### src/rtl/frame_ecc_pkg.sv
// rtl/frame_ecc_pkg.sv - shared types, field layout and helpers for the frame ECC monitor
package frame_ecc_pkg;

  // Frame geometry of the configuration memory readback
  localparam int FRAME_WORDS = 41;

  // Syndrome and log entry field layout
  localparam int SYN_W     = 12;
  localparam int TYPE_W    = 2;
  localparam int WORD_W    = 6;
  localparam int BIT_W     = 5;
  localparam int BIT_LSB   = 0;
  localparam int WORD_LSB  = BIT_LSB + BIT_W;
  localparam int PARITY_IX = WORD_LSB + WORD_W;

  typedef enum logic [1:0] {
    ECC_CLEAN = 2'b00,
    ECC_SBE   = 2'b01,
    ECC_MBE   = 2'b10
  } ecc_type_e;

  // Increment that sticks at max_value instead of wrapping
  function automatic logic [31:0] sat_inc(input logic [31:0] value, input logic [31:0] max_value);
    return (value >= max_value) ? value : value + 32'd1;
  endfunction

endpackage

### src/rtl/frame_ecc_log_fifo.sv
// rtl/frame_ecc_log_fifo.sv - first-word-fall-through error log FIFO
module frame_ecc_log_fifo #(
  parameter int DEPTH = 8,
  parameter int WIDTH = 8
) (
  input  logic             clk,
  input  logic             resetn,
  input  logic             push,
  input  logic [WIDTH-1:0] wdata,
  input  logic             pop,
  output logic [WIDTH-1:0] rdata,
  output logic             full,
  output logic             empty
);

  localparam int AW = $clog2(DEPTH);

  logic [WIDTH-1:0] mem [DEPTH];
  logic [AW:0]      wr_ptr;
  logic [AW:0]      rd_ptr;
  logic             do_push;
  logic             do_pop;

  // A full FIFO still takes a push when the head leaves in the same cycle
  assign do_pop  = pop && !empty;
  assign do_push = push && (!full || do_pop);

  assign empty = (wr_ptr == rd_ptr);
  assign full  = (wr_ptr[AW] != rd_ptr[AW]) && (wr_ptr[AW-1:0] == rd_ptr[AW-1:0]);
  assign rdata = mem[rd_ptr[AW-1:0]];

  // Pointer update; the extra MSB separates full from empty
  always_ff @(posedge clk) begin
    if (!resetn) begin
      wr_ptr <= '0;
      rd_ptr <= '0;
    end else begin
      if (do_push) wr_ptr <= wr_ptr + 1'b1;
      if (do_pop)  rd_ptr <= rd_ptr + 1'b1;
    end
  end

  // Entry storage, written at the tail
  always_ff @(posedge clk) begin
    if (do_push) mem[wr_ptr[AW-1:0]] <= wdata;
  end

endmodule

### src/rtl/frame_ecc_monitor.sv
// rtl/frame_ecc_monitor.sv - classifies frame ECC syndromes, counts and logs errors, raises IRQ
module frame_ecc_monitor
  import frame_ecc_pkg::*;
#(
  parameter int NUM_FRAMES = 1024,
  parameter int LOG_DEPTH  = 8,
  parameter int CNT_W      = 16,
  localparam int FW = (NUM_FRAMES > 1) ? $clog2(NUM_FRAMES) : 1,
  localparam int LW = TYPE_W + FW + WORD_W + BIT_W
) (
  input  logic             CLK,
  input  logic             RST_N,
  input  logic             ERROR,
  input  logic [SYN_W-1:0] SYNDROME,
  input  logic             SYNDROMEVALID,
  input  logic             SCAN_START,
  input  logic             CNT_CLR,
  input  logic             IRQ_CLR,
  output logic             LOG_VALID,
  input  logic             LOG_READY,
  output logic [LW-1:0]    LOG_DATA,
  output logic [CNT_W-1:0] SBE_COUNT,
  output logic [CNT_W-1:0] MBE_COUNT,
  output logic             LOG_OVF,
  output logic             SCAN_DONE,
  output logic             IRQ
);

  localparam logic [FW-1:0]    LAST_FRAME = FW'(NUM_FRAMES - 1);
  localparam logic [CNT_W-1:0] CNT_MAX    = '1;

  logic             s1_err;
  logic             s1_valid;
  logic [SYN_W-1:0] s1_syn;
  ecc_type_e        cls;
  logic             is_sbe;
  logic             is_mbe;
  logic             push;
  logic             pop;
  logic             fifo_full;
  logic             fifo_empty;
  logic [FW-1:0]    frame_idx;
  logic [LW-1:0]    entry;

  // Stage 1: capture the primitive outputs unconditionally
  always_ff @(posedge CLK) begin
    if (!RST_N) begin
      s1_err   <= 1'b0;
      s1_valid <= 1'b0;
      s1_syn   <= '0;
    end else begin
      s1_err   <= ERROR;
      s1_valid <= SYNDROMEVALID;
      s1_syn   <= SYNDROME;
    end
  end

  // Stage 2 classification: only an in-frame location with odd overall parity is correctable
  always_comb begin
    cls = ECC_CLEAN;
    if (s1_valid && s1_err) begin
      if (s1_syn == '0) begin
        cls = ECC_MBE;
      end else if (s1_syn[PARITY_IX] && (s1_syn[WORD_LSB +: WORD_W] < WORD_W'(FRAME_WORDS))) begin
        cls = ECC_SBE;
      end else begin
        cls = ECC_MBE;
      end
    end
  end

  assign is_sbe = (cls == ECC_SBE);
  assign is_mbe = (cls == ECC_MBE);
  assign push   = is_sbe || is_mbe;
  assign pop    = LOG_VALID && LOG_READY;
  assign entry  = {cls, frame_idx, s1_syn[WORD_LSB +: WORD_W], s1_syn[BIT_LSB +: BIT_W]};

  assign LOG_VALID = !fifo_empty;

  frame_ecc_log_fifo #(
    .DEPTH (LOG_DEPTH),
    .WIDTH (LW)
  ) u_log_fifo (
    .clk    (CLK),
    .resetn (RST_N),
    .push   (push),
    .wdata  (entry),
    .pop    (pop),
    .rdata  (LOG_DATA),
    .full   (fifo_full),
    .empty  (fifo_empty)
  );

  // Frame index tracking; a scan restart overrides the per-frame advance
  always_ff @(posedge CLK) begin
    if (!RST_N) begin
      frame_idx <= '0;
      SCAN_DONE <= 1'b0;
    end else begin
      SCAN_DONE <= s1_valid && (frame_idx == LAST_FRAME);
      if (SCAN_START) begin
        frame_idx <= '0;
      end else if (s1_valid) begin
        frame_idx <= (frame_idx == LAST_FRAME) ? '0 : frame_idx + 1'b1;
      end
    end
  end

  // Saturating error counters; a clear wins over a coincident increment
  always_ff @(posedge CLK) begin
    if (!RST_N || CNT_CLR) begin
      SBE_COUNT <= '0;
      MBE_COUNT <= '0;
    end else begin
      if (is_sbe) SBE_COUNT <= CNT_W'(sat_inc(32'(SBE_COUNT), 32'(CNT_MAX)));
      if (is_mbe) MBE_COUNT <= CNT_W'(sat_inc(32'(MBE_COUNT), 32'(CNT_MAX)));
    end
  end

  // Sticky flags: IRQ on uncorrectable results, overflow when an entry is dropped
  always_ff @(posedge CLK) begin
    if (!RST_N) begin
      IRQ     <= 1'b0;
      LOG_OVF <= 1'b0;
    end else begin
      if (is_mbe) begin
        IRQ <= 1'b1;
      end else if (IRQ_CLR) begin
        IRQ <= 1'b0;
      end
      if (CNT_CLR) begin
        LOG_OVF <= 1'b0;
      end else if (push && fifo_full && !pop) begin
        LOG_OVF <= 1'b1;
      end
    end
  end

endmodule

### config.mk
export PLATFORM = sky130hd
export DESIGN_NAME = frame_ecc_monitor
export DESIGN_NICKNAME = d
export VERILOG_FILES = /design/src/rtl/frame_ecc_pkg.sv /design/src/rtl/frame_ecc_log_fifo.sv /design/src/rtl/frame_ecc_monitor.sv
export SDC_FILE = /design/constraint.sdc
export NUM_CORES = 1
export LEC_CHECK = 0
export BUFFER_PORTS_ARGS = -buffer_cell sky130_fd_sc_hd__buf_4
export CAP_MARGIN = 40
export CELL_PAD_IN_SITES_DETAIL_PLACEMENT = 1
export CELL_PAD_IN_SITES_GLOBAL_PLACEMENT = 1
export CORE_ASPECT_RATIO = 1.5
export CORE_UTILIZATION = 54
export DETAILED_ROUTE_END_ITERATION = 8
export GPL_ROUTABILITY_DRIVEN = 0
export PLACE_DENSITY = 0.86
export SETUP_SLACK_MARGIN = 0.3
export SLEW_MARGIN = 5
export SYNTH_ARGS = -nofsm -noshare
export SYNTH_HDL_FRONTEND = slang
export SYNTH_SLANG_ARGS = --single-unit
### constraint.sdc
create_clock -name CLK -period 6.5 [get_ports CLK]
set_input_delay 0.975 -clock CLK [delete_from_list [all_inputs] [get_ports CLK]]
set_output_delay 0.975 -clock CLK [all_outputs]
set_load 0.01 [all_outputs]
==> impl_metrics.env, run 1 <==
export IMPL_fin_setup_tns_ns=0
export IMPL_grt_max_degree=47
export IMPL_p_switching_uw=637
export IMPL_power_density_nw_per_um2=276
export IMPL_synth_edf_count=184
export IMPL_required_ns=5.52
export IMPL_finalCriticalPeriod_ns=3.75
export IMPL_antenna_left=0
export IMPL_gr_usage_all_layers=0.252
export IMPL_clkPwrFrac=0.418
export IMPL_core_area_sq_um=18000
export IMPL_syn_mean_instance_area_sq_um=16.3
export IMPL_p_sw_frac=0.198
export IMPL_cts_root_buf="clkbuf_16"
export IMPL_via_per_inst=6.08
export IMPL_clk_latency_ns=0.51
export IMPL_instances_no_fill=938
export IMPL_rows=60
export IMPL_die_area_sq_um=19100
export IMPL_fp_dieH_um=169
export IMPL_ys_seq_elements=254
export IMPL_vias=5705
export IMPL_max_freq_ghz=0.267
export IMPL_startpoint_type="register"
export IMPL_drtIter0Drc=434
export IMPL_tightestPinTransition_ns=0.838
export IMPL_synth_cell_types=46
export IMPL_skew_ns=0.0145
export IMPL_final_cell_mix="edfxtp_1 (184), buf_4 (91), dfxtp_1 (68), nor2_1 (49), mux4_2 (46)"
export IMPL_seqPwrFrac=0.545
export IMPL_rsz0062_at_grt="false"
export IMPL_num_io_pins=79
export IMPL_max_vdd_ir_drop_mv=0.215
export IMPL_cts_setup_buffers=0
export IMPL_grt_pass1_vias=6362
export IMPL_antenna_found_initial=0
export IMPL_setup_viol=0
export IMPL_cts_clk_slew_worst_paths_ns=0.06
export IMPL_port_buffers=78
export IMPL_report_final_slew_viol_count=0
export IMPL_final_area_sq_um=11700
export IMPL_synthFlopType="edfxtp_1"
export IMPL_cts_max_level=1
export IMPL_hold_viol=0
export IMPL_p_int_uw=2580
export IMPL_place_inst=896
export IMPL_cts_tree="yes"
export IMPL_drcViolationCount=0
export IMPL_post_dp_cell_area_sq_um=10900
export IMPL_end_kind="output pin"
export IMPL_slew_headroom=0.441
export IMPL_drive_gt1_frac=0.308
export IMPL_grt_pass1_wl_mm=36.1
export IMPL_grt_overflow=0
export IMPL_initial_core_util=0.556
export IMPL_syn_cell_area_sq_um=10000
export IMPL_firstDrtPassIters=4
export IMPL_final_common_cell="edfxtp_1"
export IMPL_p_leak_uw=0.00384
export IMPL_clockBufferDepth=3
export IMPL_cts_repair_resized=0
export IMPL_seq_area_frac_synth=0.692
export IMPL_path_max_fanout=38
export IMPL_worstHoldPathType="reg -> reg"
export IMPL_wl_per_cell_um=24.7
export IMPL_reg2reg_depth=7
export IMPL_worstPathArrival_ns=2.77
export IMPL_cts_num_sinks=254
export IMPL_diodes=0
export IMPL_drv_cap=0
export IMPL_cts_inserted_buffers=23
export IMPL_async_reset_ff_frac=0
export IMPL_dp_hpwl_mm=15.0
export IMPL_finalNetCount=730
export IMPL_yosysWarnings=0
export IMPL_syn_inst=613
export IMPL_comb_power_share=0.037
export IMPL_die_w_um=113
export IMPL_detail_route_wirelength_mm=23.1
export IMPL_area_growth_pct=16.4
export IMPL_syn_num_nets=638
export IMPL_outcome="completed"
export IMPL_worstHoldPathCells=2
export IMPL_finalCritPeriodShare=0.576
export IMPL_whs_ns=0.479
export IMPL_ctsHoldBuffers=0
export IMPL_critical_path_class="reg -> out"
worst paths after layout:
path | to | slack [ns] | start
worst max register to register | u_log_fifo.mem[2][19]$_DFFE_PP_ | 3.73 | u_log_fifo.wr_ptr[0]$_SDFFE_PN0P_
worst min-delay path | IRQ$_SDFFE_PN0P_ | 0.48 | IRQ$_SDFFE_PN0P_
worst max-delay path | LOG_DATA[5] | 2.75 | register
worst min register to register | IRQ$_SDFFE_PN0P_ | 0.48 | IRQ$_SDFFE_PN0P_
logic make-up (layout without fill, tap and decap cells):
group	after synthesis	in the layout	share of synthesized area
and+or+nand+nor	181	181	0.104
adders and majority gates	5	5	0.00625
DFF	254	254	0.692
muxes	69	69	0.129
buffers and inverters	30	138	0.0135
AOI/OAI and AO/OA	36	36	0.0220
xor gates and xnor gates	38	38	0.0332
registers in the layout (all words and copies together), names as in the netlist, named ones only:
| name | flops |
|---|---|
| MBE_COUNT | 16 |
| frame_idx | 10 |
| s1_syn | 12 |
| s1_err | 1 |
| s1_valid | 1 |
| IRQ | 1 |
| u_log_fifo.rd_ptr | 4 |
| LOG_OVF | 1 |
| u_log_fifo.wr_ptr | 4 |
| SCAN_DONE | 1 |
| u_log_fifo.mem | 184 |
| SBE_COUNT | 16 |
worst max-delay path, stage by stage (launching register included):
cell and delay [ns]:
dfxtp_2 0.51, buf_4 0.68, mux4_2 0.60, mux2_2 0.30
buf_4 0.15
cell type report:
| cell class | instances | area, sq um |
|---|---|---|
| clock buffer | 35 | 661 |
| clock inverter | 6 | 80.1 |
| fill | 1623 | 6360 |
| inverter | 5 | 18.8 |
| multi-input combinational | 329 | 2990 |
| sequential | 254 | 6930 |
| tap | 217 | 272 |
| timing repair buffer | 92 | 698 |
cell usage after synthesis (5+ instances only):
master,number,share of area
a21oi_1,17,0.0085
and2_1,18,0.011
buf_2,9,0.0045
clkbuf_1,13,0.0049
dfxtp_1,70,0.14
edfxtp_1,184,0.55
ha_1,5,0.0062
inv_1,5,0.0019
mux2_2,23,0.026
mux4_2,46,0.10
nand2_1,22,0.0082
nand3_1,16,0.0080
nand4_1,9,0.0056
nor2_1,49,0.018
nor3_1,8,0.0040
nor3b_1,6,0.0045
nor4_1,8,0.0050
nor4_2,5,0.0062
nor4b_1,5,0.0044
o21ai_0,9,0.0045
or3_1,7,0.0044
xnor2_1,27,0.024
xor2_1,11,0.0096
through the flow:
stage	util	power (uW)	worst slack, ns
floorplan	-	1860	2.13
global route	0.647	3290	2.56
global placement	0.604	1900	3.21
CTS	0.646	3230	2.68
finish	0.647	3210	2.75
detailed placement	0.605	1910	2.92
per-layer routing:
layer	global-route usage	vias up	wire [um]
met3	0.0322	40	1010
met4	0.0784	0	496
met5	0	-	0
met2	0.471	166	12900
met1	0.301	2952	8770
li1	-	2547	-
power by group through the flow:
stage / clock network, uW / logic, uW / registers, uW
final: 1340 / 118 / 1750
after global routing: 1410 / 127 / 1750
after CTS: 1360 / 120 / 1750
after detailed placement: 0 / 119 / 1790
after global placement: 0 / 113 / 1790
after floorplan: 0 / 80.1 / 1780
(Power assumes the default switching activity.)
==> inputs of run 2 (changes only) <==
Settings changed: CORE_UTILIZATION 54 to 51, PLACE_DENSITY 0.86 to 0.82.
Clock period 6.5 ns to 3.9 ns, I/O delays scaled along.
==> impl_metrics.env, run 2 (same netlist as run 1, synthesis figures left out) <==
export IMPL_instances_no_fill=976
export IMPL_vias=5605
export IMPL_hold_viol=0
export IMPL_outcome="completed"
export IMPL_p_leak_uw=0.00383
export IMPL_via_per_inst=5.74
export IMPL_slew_headroom=0.431
export IMPL_grt_pass1_vias=6254
export IMPL_finalNetCount=729
export IMPL_startpoint_type="register"
export IMPL_finalCriticalPeriod_ns=3.14
export IMPL_cts_setup_buffers=0
export IMPL_drcViolationCount=0
export IMPL_clk_latency_ns=0.51
export IMPL_cts_num_sinks=254
export IMPL_clockBufferDepth=3
export IMPL_path_cells="buf_4, mux4_2, mux2_2, buf_4"
export IMPL_rsz0062_at_grt="false"
export IMPL_worstHoldPathType="in -> reg"
export IMPL_die_w_um=116
export IMPL_cts_tree="yes"
export IMPL_grt_overflow=0
export IMPL_final_common_cell="edfxtp_1"
export IMPL_ctsHoldBuffers=0
export IMPL_report_final_slew_viol_count=0
export IMPL_fp_dieH_um=174
export IMPL_detail_route_wirelength_mm=21.7
export IMPL_finalCritPeriodShare=0.805
export IMPL_area_growth_pct=16.7
export IMPL_power_density_nw_per_um2=451
export IMPL_crit_path_frequent_cell="buf_4"
export IMPL_initial_core_util=0.523
export IMPL_drtIter0Drc=327
export IMPL_worstPathArrival_ns=2.56
export IMPL_max_stage_delay_ns=0.84
export IMPL_fin_setup_tns_ns=0
export IMPL_antenna_found_initial=0
export IMPL_final_cell_mix="edfxtp_1 (184), buf_4 (89), dfxtp_1 (68), nor2_1 (49), mux4_2 (46)"
export IMPL_critical_path_class="reg -> out"
export IMPL_firstDrtPassIters=4
export IMPL_gr_usage_all_layers=0.226
export IMPL_dp_hpwl_mm=14.0
export IMPL_grt_pass1_wl_mm=34.1
export IMPL_rows=62
export IMPL_pre_cts_ws_ns=1.15
export IMPL_drv_cap=0
export IMPL_port_buffers=78
export IMPL_wl_per_cell_um=22.2
export IMPL_max_vdd_ir_drop_mv=0.311
export IMPL_cts_repair_resized=0
export IMPL_cts_max_level=1
export IMPL_critPathSlowestCell="dfxtp_2"
export IMPL_tightestPinTransition_ns=0.854
export IMPL_fin_ws_ns=0.759
export IMPL_core_area_sq_um=19200
export IMPL_max_freq_ghz=0.318
export IMPL_end_kind="output pin"
export IMPL_rrSetupSlack_ns=1.13
export IMPL_cts_clk_slew_worst_paths_ns=0.06
export IMPL_skew_ns=0.0241
export IMPL_post_route_util=0.610
export IMPL_diodes=0
export IMPL_num_io_pins=79
export IMPL_antenna_left=0
export IMPL_path_max_fanout=29
export IMPL_setup_viol=0
export IMPL_required_ns=3.31
export IMPL_cts_root_buf="clkbuf_16"
export IMPL_grt_max_degree=47
export IMPL_die_area_sq_um=20200
export IMPL_cts_inserted_buffers=23
export IMPL_drive_gt1_frac=0.310
export IMPL_largest_reg_flops=184
export IMPL_place_inst=935
## run 2: metrics by stage
| step | hold WS, ns | instance area [sq um] | total power (uW) |
|---|---|---|---|
| after floorplan | 0.491 | 10000 | 3100 |
| after global placement | 0.470 | 11000 | 3170 |
| after detailed placement | 0.474 | 11000 | 3180 |
| after CTS | 0.273 | 11700 | 5310 |
| after global routing | 0.293 | 11700 | 5400 |
| final | 0.290 | 11700 | 5270 |
## run 2: metal layers
layer / vias to the layer above / GRT usage / routed length (um)
met5: - / 0 / 0
met4: 0 / 0.0743 / 505
met3: 36 / 0.0311 / 923
met2: 141 / 0.415 / 11900
met1: 2879 / 0.265 / 8350
li1: 2549 / - / -
## run 2: report_power, final
part | switching [uW] | internal (uW) | leakage [uW]
Sequential | 27.7 | 2890 | 0.00224
Clock | 940 | 1210 | 0.000359
Combinational | 90.5 | 108 | 0.00123
## run 2: final cells by class
class	instances	area (sq um)
Clock buffer	30	632
Clock inverter	11	85.1
Fill cell	1782	7470
Inverter	5	18.8
Multi-Input combinational cell	329	3000
Sequential cell	254	6930
Tap cell	256	320
Timing Repair Buffer	91	703
## run 2: path summary, 6_finish.rpt
path,start,end,depth (start not counted)
setup / recovery,register,LOG_DATA[22],4
hold / removal,SYNDROME[0],s1_syn[0]$_SDFF_PN0_,2
setup reg to reg,u_log_fifo.wr_ptr[0]$_SDFFE_PN0P_,u_log_fifo.mem[1][11]$_DFFE_PP_,4
hold reg to reg,IRQ$_SDFFE_PN0P_,IRQ$_SDFFE_PN0P_,2
## run 2: critical path, delay by kind of cell, from the launching register on
kind / cells / cell delay [ns]
flip-flops: 1 / 0.84
multiplexers: 2 / 0.63
buffers and inverters: 2 / 0.54
==> inputs of run 3 (changes only) <==
Clock period 3.9 ns to 3.2 ns, I/O delays scaled along.
==> impl_metrics.env, run 3 (same netlist as run 1, synthesis figures left out) <==
export IMPL_outcome="completed"
export IMPL_max_freq_ghz=0.363
export IMPL_grt_max_degree=29
export IMPL_cts_tree="yes"
export IMPL_final_common_cell="edfxtp_1"
export IMPL_setup_viol=0
export IMPL_final_area_sq_um=11800
export IMPL_power_density_nw_per_um2=553
export IMPL_grt_overflow=0
export IMPL_rows=62
export IMPL_post_dp_cell_area_sq_um=11100
export IMPL_worstPathArrival_ns=2.27
export IMPL_firstDrtPassIters=4
export IMPL_ctsHoldBuffers=0
export IMPL_largest_reg_flops=184
export IMPL_cts_num_sinks=254
export IMPL_antenna_left=0
export IMPL_die_w_um=116
export IMPL_max_vdd_ir_drop_mv=0.356
export IMPL_core_area_sq_um=19200
export IMPL_drcViolationCount=0
export IMPL_worstHoldPathType="in -> reg"
export IMPL_via_per_inst=5.80
export IMPL_fp_dieH_um=174
export IMPL_antenna_found_initial=0
export IMPL_rsz0062_at_grt="false"
export IMPL_cts_inserted_buffers=22
export IMPL_initial_core_util=0.523
export IMPL_startpoint_type="register"
export IMPL_drtIter0Drc=355
export IMPL_gr_usage_all_layers=0.241
export IMPL_diodes=0
export IMPL_hold_viol=0
export IMPL_clockBufferDepth=3
export IMPL_required_ns=2.72
export IMPL_path_max_fanout=26
export IMPL_cts_max_level=1
export IMPL_dp_hpwl_mm=14.9
export IMPL_end_kind="output pin"
export IMPL_grt_pass1_vias=6326
export IMPL_slew_headroom=0.556
export IMPL_critical_path_class="reg -> out"
export IMPL_fillers=1778
export IMPL_port_buffers=78
export IMPL_p_leak_uw=0.00389
export IMPL_grt_pass1_wl_mm=36.1
export IMPL_num_io_pins=79
export IMPL_skew_ns=0.0141
export IMPL_area_growth_pct=18.1
export IMPL_tightestPinTransition_ns=0.666
export IMPL_drive_gt1_frac=0.316
export IMPL_cts_clk_slew_worst_paths_ns=0.07
export IMPL_finalCriticalPeriod_ns=2.75
export IMPL_cts_root_buf="clkbuf_16"
export IMPL_drv_cap=0
export IMPL_detail_route_wirelength_mm=23.0
export IMPL_finalCritPeriodShare=0.860
export IMPL_clk_latency_ns=0.50
export IMPL_report_final_slew_viol_count=0
export IMPL_die_area_sq_um=20200
export IMPL_wl_per_cell_um=23.4
export IMPL_cts_setup_buffers=0
export IMPL_whs_ns=0.191
export IMPL_final_cell_mix="edfxtp_1 (184), buf_4 (94), dfxtp_1 (67), nor2_1 (49), mux4_2 (46)"
export IMPL_instances_no_fill=983
export IMPL_place_inst=943
export IMPL_finalNetCount=736
export IMPL_vias=5698
==> run 3: through the flow <==
step	total power, uW	setup TNS, ns	util	worst slack, ns
2_1_floorplan	3770	-15.12	-	-0.255
3_3_place_gp	3870	0	0.577	0.804
3_5_place_dp	3880	0	0.578	0.546
4_1_cts	6590	0	0.617	0.402
5_1_grt	6710	0	0.617	0.350
6_report	6540	0	0.617	0.448
==> run 3: worst paths after layout <==
| path | start | end | slack [ns] | cells past startpoint |
|---|---|---|---|---|
| worst max register to register | u_log_fifo.wr_ptr[1]$_SDFFE_PN0P_ | u_log_fifo.mem[3][14]$_DFFE_PP_ | 0.57 | 6 |
| worst min-delay path | SYNDROME[3] | s1_syn[3]$_SDFF_PN0_ | 0.19 | 2 |
| worst min register to register | IRQ$_SDFFE_PN0P_ | IRQ$_SDFFE_PN0P_ | 0.48 | 2 |
| worst max-delay path | register | LOG_DATA[10] | 0.45 | 4 |
==> run 3: repair_timing <==
action / CTS / global route
setup endpoints to repair: 14 / 15
cloned: 0 / 0
gates resized for setup: 1 / 1
==> run 3: area by class of cell <==
class,count,area (sq um),share of cell area
tap,256,320,0.0271
inverter,5,18.8,0.00159
clock buffer,28,614,0.0519
clock inverter,12,129,0.0109
timing repair buffer,99,801,0.0677
multi-input combinational,329,3010,0.255
sequential,254,6930,0.586
==> run 3: layer usage <==
layer | share of wire | vias up | track usage
met5 | 0 | - | 0
met4 | 0.030 | 0 | 0.0855
met3 | 0.043 | 41 | 0.0381
met2 | 0.54 | 155 | 0.428
met1 | 0.38 | 2939 | 0.292
li1 | - | 2563 | -
==> run 3: power breakdown <==
group          internal, uW  switching (uW)  total (uW)
Combinational           138             111         249
Clock                  1600            1130        2730
Sequential             3520            39.0        3560
==> run 3: worst max-delay path, cell delays in order, from the launching register on <==
cell and delay, ns:
dfxtp_2 0.49, buf_12 0.28, mux4_2 0.54, mux2_2 0.30
buf_4 0.15
